[src/rtl/fifo_rd_pkg.sv]
// ---------------------------------------------------------------------------
// fifo_rd_pkg
//   Shared definitions for the sample-FIFO burst reader.
//   - DATA_W_DEF / LVL_W_DEF : default stream and water-level widths
//   - SYNC_WORD              : first word of every frame
//   - rd_state_t             : framing FSM states
// ---------------------------------------------------------------------------
package fifo_rd_pkg;

    localparam int DATA_W_DEF = 16;
    localparam int LVL_W_DEF  = 12;

    localparam logic [15:0] SYNC_WORD = 16'hA55A;

    // IDLE     : watching the water level / pending flush
    // HDR_SYNC : presenting the sync word (m_sof)
    // HDR_LEN  : presenting the frame length word
    // DATA     : draining len words from the FIFO through the skid buffer
    // TAIL     : presenting the XOR checksum (m_last)
    typedef enum logic [2:0] {
        IDLE     = 3'd0,
        HDR_SYNC = 3'd1,
        HDR_LEN  = 3'd2,
        DATA     = 3'd3,
        TAIL     = 3'd4
    } rd_state_t;

endpackage

[src/rtl/fifo_rd_skid.sv]
// ---------------------------------------------------------------------------
// fifo_rd_skid
//   Two-entry skid buffer sitting behind the FIFO read port. The FIFO
//   delivers data one cycle after its read enable, so a read issued in
//   cycle t is marked pending and pushed in cycle t+1.
//
// Ports:
//   clk, rst_n   : clock, asynchronous active-low reset
//   rd_issue     : FIFO read enable issued this cycle
//   rd_data      : FIFO read data (valid the cycle after rd_issue)
//   pop          : head word accepted downstream this cycle
//   head         : current head word
//   count        : entries currently held (0..2)
//   pend         : a read issued last cycle whose data arrives this cycle
// ---------------------------------------------------------------------------
module fifo_rd_skid #(
    parameter int W = 16
) (
    input  logic         clk,
    input  logic         rst_n,
    input  logic         rd_issue,
    input  logic [W-1:0] rd_data,
    input  logic         pop,
    output logic [W-1:0] head,
    output logic [1:0]   count,
    output logic         pend
);

    logic [W-1:0] mem [2];
    logic         wr_ptr;
    logic         rd_ptr;
    logic [1:0]   occ;

    // Pointer/occupancy state is reset; a reset drops any read still in
    // flight because pend clears, so late FIFO data is never pushed.
    always_ff @(posedge clk or negedge rst_n) begin
        if (!rst_n) begin
            pend   <= 1'b0;
            wr_ptr <= 1'b0;
            rd_ptr <= 1'b0;
            occ    <= 2'd0;
        end else begin
            pend <= rd_issue;
            if (pend) begin
                wr_ptr <= ~wr_ptr;
            end
            if (pop) begin
                rd_ptr <= ~rd_ptr;
            end
            occ <= occ + {1'b0, pend} - {1'b0, pop};
        end
    end

    // Storage carries no reset; entries are only read when count says so.
    always_ff @(posedge clk) begin
        if (pend) begin
            mem[wr_ptr] <= rd_data;
        end
    end

    assign head  = mem[rd_ptr];
    assign count = occ;

endmodule

[src/rtl/fifo_burst_reader.sv]
// ---------------------------------------------------------------------------
// fifo_burst_reader
//   Read-side controller of the sample FIFO. Waits for a full burst (or a
//   flush request), then drains the FIFO into a framed valid/ready stream:
//     SYNC_WORD (m_sof), length, len data words, XOR checksum (m_last).
//
// Stream handshake: a word transfers on a cycle where m_valid && m_ready.
// Once m_valid is raised, m_valid/m_data/m_sof/m_last hold until that
// transfer happens; all four are decoded from registered state only, so
// m_ready never reaches them combinationally.
//
// Ports:
//   clk, rst_n     : read-domain clock, asynchronous active-low reset
//   cfg_burst_len  : words per normal burst (0 behaves as 1)
//   flush_req      : one-cycle pulse, frame whatever the FIFO holds
//   fifo_rd_en     : FIFO read enable
//   fifo_rd_data   : FIFO data, valid one cycle after fifo_rd_en
//   fifo_rd_empty  : FIFO empty flag
//   fifo_rd_level  : FIFO read water level
//   m_valid/m_data/m_sof/m_last/m_ready : output stream
//   busy           : frame in progress (left IDLE, checksum not yet taken)
//   frame_cnt      : completed frames, wrapping
// ---------------------------------------------------------------------------
module fifo_burst_reader
    import fifo_rd_pkg::*;
#(
    parameter int                DATA_W    = DATA_W_DEF,
    parameter int                LVL_W     = LVL_W_DEF,
    parameter logic [DATA_W-1:0] SYNC_WORD = fifo_rd_pkg::SYNC_WORD
) (
    input  logic              clk,
    input  logic              rst_n,
    input  logic [LVL_W-1:0]  cfg_burst_len,
    input  logic              flush_req,
    output logic              fifo_rd_en,
    input  logic [DATA_W-1:0] fifo_rd_data,
    input  logic              fifo_rd_empty,
    input  logic [LVL_W-1:0]  fifo_rd_level,
    output logic              m_valid,
    output logic [DATA_W-1:0] m_data,
    output logic              m_sof,
    output logic              m_last,
    input  logic              m_ready,
    output logic              busy,
    output logic [15:0]       frame_cnt
);

    rd_state_t         state_q;
    rd_state_t         state_d;

    logic [LVL_W-1:0]  len_q;        // frame length, frozen at frame start
    logic [LVL_W-1:0]  req_cnt_q;    // FIFO reads issued this frame
    logic [LVL_W-1:0]  sent_cnt_q;   // data words accepted this frame
    logic [DATA_W-1:0] csum_q;
    logic              flush_pend_q;

    logic [LVL_W-1:0]  eff_len;
    logic              start_burst;
    logic              start_flush;
    logic              flush_drop;
    logic              frame_start;

    logic              xfer;
    logic              skid_pop;
    logic [1:0]        occ_after;
    logic [2:0]        credit;
    logic              last_data;

    logic [DATA_W-1:0] skid_head;
    logic [1:0]        skid_cnt;
    logic              skid_pend;

    // ------------------------------------------------------------------
    // Frame start decisions (IDLE only). A level hit takes priority over
    // a pending flush; an empty-FIFO flush just retires the request.
    // ------------------------------------------------------------------
    assign eff_len     = (cfg_burst_len == '0) ? LVL_W'(1) : cfg_burst_len;
    assign start_burst = (state_q == IDLE) && (fifo_rd_level >= eff_len);
    assign start_flush = (state_q == IDLE) && !start_burst && flush_pend_q
                         && (fifo_rd_level != '0);
    assign flush_drop  = (state_q == IDLE) && !start_burst && flush_pend_q
                         && (fifo_rd_level == '0);
    assign frame_start = start_burst || start_flush;

    assign last_data   = (sent_cnt_q == (len_q - LVL_W'(1)));
    assign busy        = (state_q != IDLE);

    // ------------------------------------------------------------------
    // Skid buffer between FIFO read port and the stream
    // ------------------------------------------------------------------
    fifo_rd_skid #(
        .W (DATA_W)
    ) u_skid (
        .clk      (clk),
        .rst_n    (rst_n),
        .rd_issue (fifo_rd_en),
        .rd_data  (fifo_rd_data),
        .pop      (skid_pop),
        .head     (skid_head),
        .count    (skid_cnt),
        .pend     (skid_pend)
    );

    // ------------------------------------------------------------------
    // FSM state register
    // ------------------------------------------------------------------
    always_ff @(posedge clk or negedge rst_n) begin
        if (!rst_n) begin
            state_q <= IDLE;
        end else begin
            state_q <= state_d;
        end
    end

    // ------------------------------------------------------------------
    // FSM outputs, read issue and next state
    // ------------------------------------------------------------------
    always_comb begin
        m_valid    = 1'b0;
        m_data     = '0;
        m_sof      = 1'b0;
        m_last     = 1'b0;
        xfer       = 1'b0;
        skid_pop   = 1'b0;
        occ_after  = 2'd0;
        credit     = 3'd0;
        fifo_rd_en = 1'b0;
        state_d    = state_q;

        case (state_q)
            HDR_SYNC: begin
                m_valid = 1'b1;
                m_data  = SYNC_WORD;
                m_sof   = 1'b1;
            end
            HDR_LEN: begin
                m_valid = 1'b1;
                m_data  = DATA_W'(len_q);
            end
            DATA: begin
                m_valid = (skid_cnt != 2'd0);
                m_data  = skid_head;
            end
            TAIL: begin
                m_valid = 1'b1;
                m_data  = csum_q;
                m_last  = 1'b1;
            end
            default: begin
            end
        endcase

        xfer     = m_valid && m_ready;
        skid_pop = (state_q == DATA) && xfer;

        // Buffer credit counts the slot freed by this cycle's pop, so a
        // read can be issued every cycle while the stream keeps accepting.
        // Without that, a 2-entry buffer with a 1-cycle read latency would
        // bubble every third cycle.
        occ_after = skid_cnt - {1'b0, skid_pop};
        credit    = {1'b0, occ_after} + {2'b00, skid_pend};

        // Prefetch starts as soon as the frame header begins.
        if ((state_q == HDR_SYNC || state_q == HDR_LEN || state_q == DATA)
            && !fifo_rd_empty && (req_cnt_q < len_q) && (credit < 3'd2)) begin
            fifo_rd_en = 1'b1;
        end

        case (state_q)
            IDLE:     if (frame_start)            state_d = HDR_SYNC;
            HDR_SYNC: if (xfer)                   state_d = HDR_LEN;
            HDR_LEN:  if (xfer)                   state_d = DATA;
            DATA:     if (skid_pop && last_data)  state_d = TAIL;
            TAIL:     if (xfer)                   state_d = IDLE;
            default:                              state_d = IDLE;
        endcase
    end

    // ------------------------------------------------------------------
    // Frame datapath: length, counters, checksum, flush latch, frame count
    // ------------------------------------------------------------------
    always_ff @(posedge clk or negedge rst_n) begin
        if (!rst_n) begin
            len_q        <= '0;
            req_cnt_q    <= '0;
            sent_cnt_q   <= '0;
            csum_q       <= '0;
            flush_pend_q <= 1'b0;
            frame_cnt    <= 16'd0;
        end else begin
            // A new request wins over the clear in the same cycle, so a
            // flush arriving with a level hit survives to the next IDLE.
            flush_pend_q <= (flush_pend_q && !(frame_start || flush_drop))
                            || flush_req;

            if (frame_start) begin
                len_q      <= start_burst ? eff_len : fifo_rd_level;
                req_cnt_q  <= '0;
                sent_cnt_q <= '0;
                csum_q     <= '0;
            end else begin
                if (fifo_rd_en) begin
                    req_cnt_q <= req_cnt_q + LVL_W'(1);
                end
                if (skid_pop) begin
                    sent_cnt_q <= sent_cnt_q + LVL_W'(1);
                    csum_q     <= csum_q ^ skid_head;
                end
            end

            if (state_q == TAIL && xfer) begin
                frame_cnt <= frame_cnt + 16'd1;
            end
        end
    end

endmodule

[config.mk]
export PLATFORM = sky130hd
export DESIGN_NAME = fifo_burst_reader
export DESIGN_NICKNAME = d
export VERILOG_FILES = /design/src/rtl/fifo_rd_pkg.sv /design/src/rtl/fifo_rd_skid.sv /design/src/rtl/fifo_burst_reader.sv
export SDC_FILE = /design/constraint.sdc
export NUM_CORES = 1
export LEC_CHECK = 0
export ABC_CLOCK_PERIOD_IN_PS = 4400
export CAP_MARGIN = 20
export CORE_ASPECT_RATIO = 1.75
export CORE_MARGIN = 2
export CORE_UTILIZATION = 50
export CTS_BUF_LIST = sky130_fd_sc_hd__clkbuf_2 sky130_fd_sc_hd__clkbuf_4 sky130_fd_sc_hd__clkbuf_8
export DETAILED_ROUTE_END_ITERATION = 6
export PLACE_DENSITY = 0.76
export SLEW_MARGIN = 10
export SYNTH_ARGS = -nofsm -noshare
export SYNTH_HDL_FRONTEND = slang
export SYNTH_HIERARCHICAL = 1
export SYNTH_SLANG_ARGS = --single-unit
[constraint.sdc]
create_clock -name clk -period 4.4 [get_ports clk]
set_clock_uncertainty 0.2 [all_clocks]
set_input_delay 0.88 -clock clk [delete_from_list [all_inputs] [get_ports clk]]
set_output_delay 0.88 -clock clk [all_outputs]
set_load 0.02 [all_outputs]
==> results of run 1 <==
power groups by stage:
stage	combinational [W]	clock [W]	sequential (W)
5_1_grt	0.00257	0.000625	0.00176
4_1_cts	0.00236	0.000586	0.00172
6_report	0.00235	0.000574	0.00172
2_1_floorplan	0.00169	0	0.00156
3_5_place_dp	0.00233	0	0.00173
3_3_place_gp	0.00226	0	0.00172
cell usage in the layout, fill, tap and decap left out, types with 24 or more instances in the layout:
master,Yosys,final
clkdlybuf4s50_1,0,79
dfrtp_1,77,77
nand2_1,56,56
nor2_1,52,52
inv_1,40,40
xor2_1,32,32
edfxtp_1,32,32
ha_1,30,30
o211ai_1,26,26
xnor2_1,25,25
a21oi_1,24,24
nand3_1,24,24
metrics by stage:
| step | setup WS, ns | util |
|---|---|---|
| 2_1_floorplan | 0.1439 | - |
| 3_3_place_gp | -0.2926 | 0.5956 |
| 3_5_place_dp | -0.3091 | 0.5956 |
| 4_1_cts | 0.04071 | 0.6101 |
| 5_1_grt | 0.06785 | 0.6106 |
| 6_report | 0.1914 | 0.6106 |
critical path: stages:
cell,delay [ns]
clkdlybuf4s50_1,0.45
o21a_1,0.14
and2_1,0.19
ha_1,0.21
xor2_1,0.13
or4_1,0.45
nor3b_2,0.21
o211ai_1,0.15
nand2_1,0.14
buf_2,0.18
flip-flops by register name (all words and copies together), names as in the netlist:
register / flops
sent_cnt_q: 12
len_q: 12
u_skid/pend: 1
u_skid/wr_ptr: 1
u_skid/rd_ptr: 1
req_cnt_q: 12
state_q: 3
csum_q: 16
frame_cnt: 16
u_skid/mem: 32
flush_pend_q: 1
u_skid/count: 2
synthesized netlist by cell type (4+ instances only):
| library cell | count |
|---|---|
| xnor2_1 | 25 |
| mux2_4 | 9 |
| mux2_2 | 8 |
| nand2_1 | 56 |
| o2111ai_1 | 11 |
| ha_1 | 30 |
| nor3_1 | 7 |
| dfrtp_1 | 77 |
| mux2i_1 | 9 |
| clkbuf_1 | 19 |
| nor2_1 | 52 |
| and3_1 | 11 |
| inv_1 | 40 |
| nor4_1 | 7 |
| a21oi_1 | 24 |
| and2_1 | 4 |
| edfxtp_1 | 32 |
| o221ai_1 | 13 |
| buf_2 | 10 |
| nand3_1 | 24 |
| a22oi_1 | 7 |
| o31ai_1 | 6 |
| a21o_1 | 9 |
| o21ai_0 | 14 |
| nand4_1 | 13 |
| xor2_1 | 32 |
| a211o_1 | 5 |
| o211ai_1 | 26 |
path summary, 6_finish.rpt:
kind                                                 from                   endpoint  slack [ns]
worst min-delay path            frame_cnt[15]$_DFFE_PN0P_  frame_cnt[15]$_DFFE_PN0P_        0.28
worst min register to register  frame_cnt[15]$_DFFE_PN0P_  frame_cnt[15]$_DFFE_PN0P_        0.28
worst max-delay path                              m_ready                 fifo_rd_en        0.19
worst max register to register     state_q[0]$_DFFE_PN0P_  sent_cnt_q[0]$_DFFE_PN0P_        1.36
max in group asynchronous                           rst_n  u_skid/wr_ptr$_DFFE_PN0P_        2.89
min in group asynchronous                           rst_n     csum_q[12]$_DFFE_PN0P_        0.44
metal layers:
metal,up-vias,routed length (um),global-route usage
met5,-,0,0
met4,0,636,0.1151
met3,44,723,0.03382
met2,168,8632,0.4233
met1,2564,6270,0.2915
li1,2469,-,-
kinds of logic after synthesis:
logic type	Yosys count	share of synthesized area
and+or+nand+nor	198	0.1512
DFF	109	0.4496
muxes	27	0.05085
AOI/OAI and AO/OA	138	0.1561
adders and majority gates	30	0.05845
xor gates and xnor gates	58	0.08143
buffers and inverters	77	0.05241
area by class of cell:
class | count | area (um2)
sequential | 109 | 2888
inverter | 41 | 153.9
clock buffer | 10 | 131.4
clock inverter | 6 | 48.80
timing repair buffer | 104 | 988.4
tap | 168 | 210.2
multi-input combinational | 451 | 3212
fill | 1026 | 4867
timing repair:
| item | CTS | global route |
|---|---|---|
| resized for setup | 3 | 2 |
| pin swaps | 0 | 2 |
| endpoints found under the setup margin | 1 | 1 |
==> reports/results.txt, run 1 <==
first-pass GRT wire length: 26.25 mm
post-DP HPWL: 12.10 mm
Clock Power Share: 0.124
ys flop type: dfrtp_1
Num CTS Buffers: 9
final std cells w/o fill: 889
relative slew slack: 0.3266
Synth Net Count: 712
DP Cell Count: 872
total power: 0.004645 W
asr flop ratio synth: 0.7064
Crit Path Class: in2out
WHS Path Cells: 1
IO buf count: 81
Clock transition at path regs: 0.10 ns
Pre-Repair DR Iteration Count: 5
Final period util: 0.9565
post-synthesis cell area: 6422 um2
chip width: 89.68 um
DIE AREA: 13800 um2
Synth Register Bits: 109
Ports: 82
switching power: 0.002002 W
Crit Path Max Fanout: 2
final wirelength: 16.26 mm
Initial Util: 0.5138
post-route ant nets: 0
Sw Share: 0.4311
Setup crit start kind: primary input
Core ar.: 12500 um2
mean post-synth cell area: 10.08 um2
Total GRT Usage: 0.2454
max-slew violation count: 0
vias per inst: 5.900
initial antenna violation count: 0
fmax: 0.2376 GHz
post-synthesis cell count: 637
synth top area cells: dfrtp_1, edfxtp_1, ha_1, xor2_1, xnor2_1
H-tree depth: 3
Pint: 0.002642 W
layout cells sized above 1: 0.09431
PD cells: 608.5 nW/um2
share of the synthesized area in the top cell type: 0.3000
Area after DPL: 7445 um2
RSZ-0062 raised after global routing: no
Congestion Overflow GR: 0
Logic pwr share: 0.506
drt wl/cell: 18.29 um
Min-Delay Path Class: reg2reg
Initial DRC Count: 371
# rows: 54
Crit path required time: 3.32 ns
Worst-Skew Late Latency: 0.38 ns
crit path DAT: 3.13 ns
post-CTS setup buffers: 0
cts hold-fix bufs: 0
Cell variety after synth: 66
Setup-failing EPs final: 0
Seq/Total Area, Yosys: 0.4496
CTS max path bufs: 2
CTS root buf: clkbuf_8
die height: 153.9 um
GPL Wtd Cong: 0.9145
status: complete, no violations
n_diodes: 0
Reg2Reg Depth: 10
# DRC: 0
worst hold slack: 0.2840 ns
crit path time final: 4.209 ns
EDFF count, synth: 32
nets: 791
TNS Setup: 0 ns
largest net degree at the start of global routing: 78
Max rail drop VDD: 0.3917 mV
fin area: 7632 um2
clock sinks: 109
worst slew pin tran: 1.010 ns
Max Cap Viol: 0
top cell type by total area after synthesis: dfrtp_1
synth warn: 6
endpoints failing hold: 0
Seq pwr share: 0.371
area added between synthesis and finish: 18.84%
Worst Setup End Kind: output pin
vias in the first global route: 5363
CTS tree: yes
Lkg Pwr: 3.124 nW
Via Count: 5245
(Power assumes the default switching activity.)
==> run 2: changes to the inputs <==
--- a/config.mk
+++ b/config.mk
@@ -11,6 +11,7 @@
 export CORE_MARGIN = 2
 export CORE_UTILIZATION = 50
 export CTS_BUF_LIST = sky130_fd_sc_hd__clkbuf_2 sky130_fd_sc_hd__clkbuf_4 sky130_fd_sc_hd__clkbuf_8
+export CTS_CLUSTER_DIAMETER = 120
 export DETAILED_ROUTE_END_ITERATION = 6
 export PLACE_DENSITY = 0.76
 export SLEW_MARGIN = 10
==> results of run 2 <==
Same layout as run 1: the final DEF is identical, and so are final timing and power.
==> run 3: changes to the inputs <==
--- a/config.mk
+++ b/config.mk
@@ -6,7 +6,6 @@
 export NUM_CORES = 1
 export LEC_CHECK = 0
 export ABC_CLOCK_PERIOD_IN_PS = 4400
-export CAP_MARGIN = 20
 export CORE_ASPECT_RATIO = 1.75
 export CORE_MARGIN = 2
 export CORE_UTILIZATION = 50
@@ -14,7 +13,7 @@
 export CTS_CLUSTER_DIAMETER = 120
 export DETAILED_ROUTE_END_ITERATION = 6
 export PLACE_DENSITY = 0.76
-export SLEW_MARGIN = 10
+export SLEW_MARGIN = 20
 export SYNTH_ARGS = -nofsm -noshare
 export SYNTH_HDL_FRONTEND = slang
 export SYNTH_HIERARCHICAL = 1
==> run 3 against run 2 <==
  * Sequential cell count did not move
  * Sequential power barely moved
  * Cell area increased by 0.34%
  * Total power about the same
  * Sequential share of layout area is 0.13 points lower
  * Register-to-register slack worse by 0.08 ns
  * Routed wire length fell by 0.32%
  * First-iteration DRC count grew 7.3%
  * Setup slack got worse by 0.0013 ns
  * Combinational power about the same
  * Largest cell class unchanged
==> reports/results.txt, run 3 (synthesis gave the netlist of run 1 again) <==
vias in the first global route: 5363 (unchanged)
DP Worst Slack: -0.3091 ns (unchanged)
commonest cells after routing, fill and taps aside: clkdlybuf4s50_1, dfrtp_1, nand2_1
H-tree depth: 3 (unchanged)
met1 wire length: 6.265 mm (about the same)
switching power: 0.002004 W (about the same)
CP peak stage delay: 0.45 ns (about the same)
crit path DAT: 3.13 ns (about the same)
fmax: 0.2375 GHz (about the same)
Met2 Routed Length: 8.570 mm (-0.72%)
nets: 791 (unchanged)
endpoints failing hold: 0 (unchanged)
Congestion Overflow GR: 0 (unchanged)
n_diodes: 0 (unchanged)
Total GRT Usage: 0.2454 (unchanged)
Met3 Routed Length: 762 um (+5.4%)
post-CTS setup buffers: 0 (unchanged)
worst hold slack: 0.1727 ns (-0.1112 ns)
crit path time final: 4.210 ns (+0.001250 ns)
chip width: 89.68 um (unchanged)
vias per inst: 5.918 (+0.31%)
Setup-failing EPs final: 0 (unchanged)
status: complete, no violations
CTS tree: yes
multi-input logic area: 3218 um2 (+0.19%)
Max Cap Viol: 0 (unchanged)
GPL Wtd Cong: 0.9145 (unchanged)
Reg2Reg Depth: 9 (-1)
fin worst setup slack: 0.1901 ns (-0.001250 ns)
worst slew pin tran: 0.7498 ns (-0.2603 ns)
area added between synthesis and finish: 19.25%
Num CTS Buffers: 9 (unchanged)
Core ar.: 12500 um2 (unchanged)
IO buf count: 81 (unchanged)
final wirelength: 16.21 mm (-0.32%)
Logic pwr share: 0.506 (about the same)
Largest regs: u_skid/mem x32, csum_q x16, frame_cnt x16
Min-Delay Path Class: in2async
PD cells: 606.8 nW/um2 (-0.28%)
RSZ-0062 raised after global routing: no
CTS max path bufs: 2 (unchanged)
slowest CP cell: or4_1
fin area: 7659 um2 (+0.34%)
initial antenna violation count: 0 (unchanged)
DIE AREA: 13800 um2 (unchanged)
Final period util: 0.9568 (about the same)
relative slew slack: 0.5001 (+0.1734)
Ports: 82 (unchanged)
Pre-Repair DR Iteration Count: 5 (unchanged)
Initial DRC Count: 398 (+7.3%)
Seq pwr share: 0.371 (about the same)
Clock Power Share: 0.123 (about the same)
Crit Path Max Fanout: 2 (unchanged)
drt wl/cell: 18.24 um (-0.32%)
post-DP HPWL: 12.10 mm (unchanged)
reg2reg setup slack: 1.28 ns (-0.08 ns)
Area after DPL: 7445 um2 (unchanged)
final std cells w/o fill: 889 (unchanged)
worst r2r dst: sent_cnt_q[0]$_DFFE_PN0P_
Setup crit start kind: primary input
# DRC: 0 (unchanged)
Fillers: 1021 (-0.49%)
CTS root buf: clkbuf_8
# rows: 54 (unchanged)
Worst-Skew Late Latency: 0.38 ns (about the same)
commonest non-fill, non-tap cell in the layout: clkdlybuf4s50_1
max-slew violation count: 0 (unchanged)
Reg area: 2888 um2 (unchanged)
top sig layer: met4
layout cells sized above 1: 0.09570 (+0.001387)
die height: 153.9 um (unchanged)
first-pass GRT wire length: 26.25 mm (unchanged)
max FFs per register: 32 (unchanged)
clock sinks: 109 (unchanged)
Clock transition at path regs: 0.11 ns (about the same)
Crit Path Class: in2out
Lkg Pwr: 3.131 nW (+0.24%)
Via Count: 5261 (+0.31%)
Initial Util: 0.5138 (unchanged)
DP Cell Count: 872 (unchanged)
post-route ant nets: 0 (unchanged)
Max rail drop VDD: 0.3911 mV (-0.15%)
Pint: 0.002644 W (about the same)
total power: 0.004647 W (about the same)
largest net degree at the start of global routing: 78 (unchanged)
R2R Path Start: state_q[0]$_DFFE_PN0P_
Sw Share: 0.4311 (about the same)
Worst Setup End Kind: output pin
sequence of cells on the critical path: clkdlybuf4s50_1 -> o21a_1 -> and2_1 -> ha_1 -> xor2_1 -> or4_1 -> nor3b_2 -> o211ai_1 -> nand2_1 -> buf_2
Crit path required time: 3.32 ns (about the same)
Largest Register: u_skid/mem
run 3: timing repair:
action / CTS / global route
pin swaps: 0 / 2
gates resized for setup: 3 / 2
hold buffers: 0 / 0
endpoints found under the setup margin: 1 / 1
run 3: how the worst max path moves through the flow:
| stage | startpoint | to | depth (start not counted) |
|---|---|---|---|
| detailed placement | m_ready | fifo_rd_en | 10 |
| floorplan | m_ready | fifo_rd_en | 11 |
| finish | m_ready | fifo_rd_en | 10 |
| CTS | m_ready | fifo_rd_en | 10 |
| global placement | m_ready | fifo_rd_en | 10 |
| global route | m_ready | fifo_rd_en | 10 |
run 3: area by class of cell:
cell class | instances | share of cell area
multi-input combinational | 451 | 0.4202
sequential | 109 | 0.3771
timing repair buffer | 104 | 0.1317
tap | 168 | 0.02745
inverter | 41 | 0.02009
clock buffer | 10 | 0.01715
clock inverter | 6 | 0.006372
run 3: critical path: cells and delay by family:
kind / cells / cell delay (ns)
AOI/OAI and AO/OA: 2 / 0.28
xor gates and xnor gates: 1 / 0.13
adders and majority gates: 1 / 0.21
buffers and inverters: 2 / 0.62
and+or+nand+nor: 4 / 1.00
run 3: per-stage QoR:
stage / util / setup TNS (ns)
2_1_floorplan: - / 0
3_3_place_gp: 0.5956 / -0.2926
3_5_place_dp: 0.5956 / -0.3091
4_1_cts: 0.6101 / 0
5_1_grt: 0.6127 / 0
6_report: 0.6127 / 0
run 3: power by group through the flow:
| stage | Clock, W | Sequential, W | Combinational (W) |
|---|---|---|---|
| finish | 0.000573 | 0.00172 | 0.00235 |
| global route | 0.000624 | 0.00176 | 0.00257 |
| CTS | 0.000586 | 0.00172 | 0.00236 |
| detailed placement | 0 | 0.00173 | 0.00233 |
| global placement | 0 | 0.00172 | 0.00226 |
| floorplan | 0 | 0.00156 | 0.00169 |
run 3: per-layer routing:
| layer | global-route usage | up-vias |
|---|---|---|
| met5 | 0 | - |
| met4 | 0.1151 | 0 |
| met3 | 0.03382 | 43 |
| met2 | 0.4233 | 175 |
| met1 | 0.2915 | 2568 |
| li1 | - | 2475 |
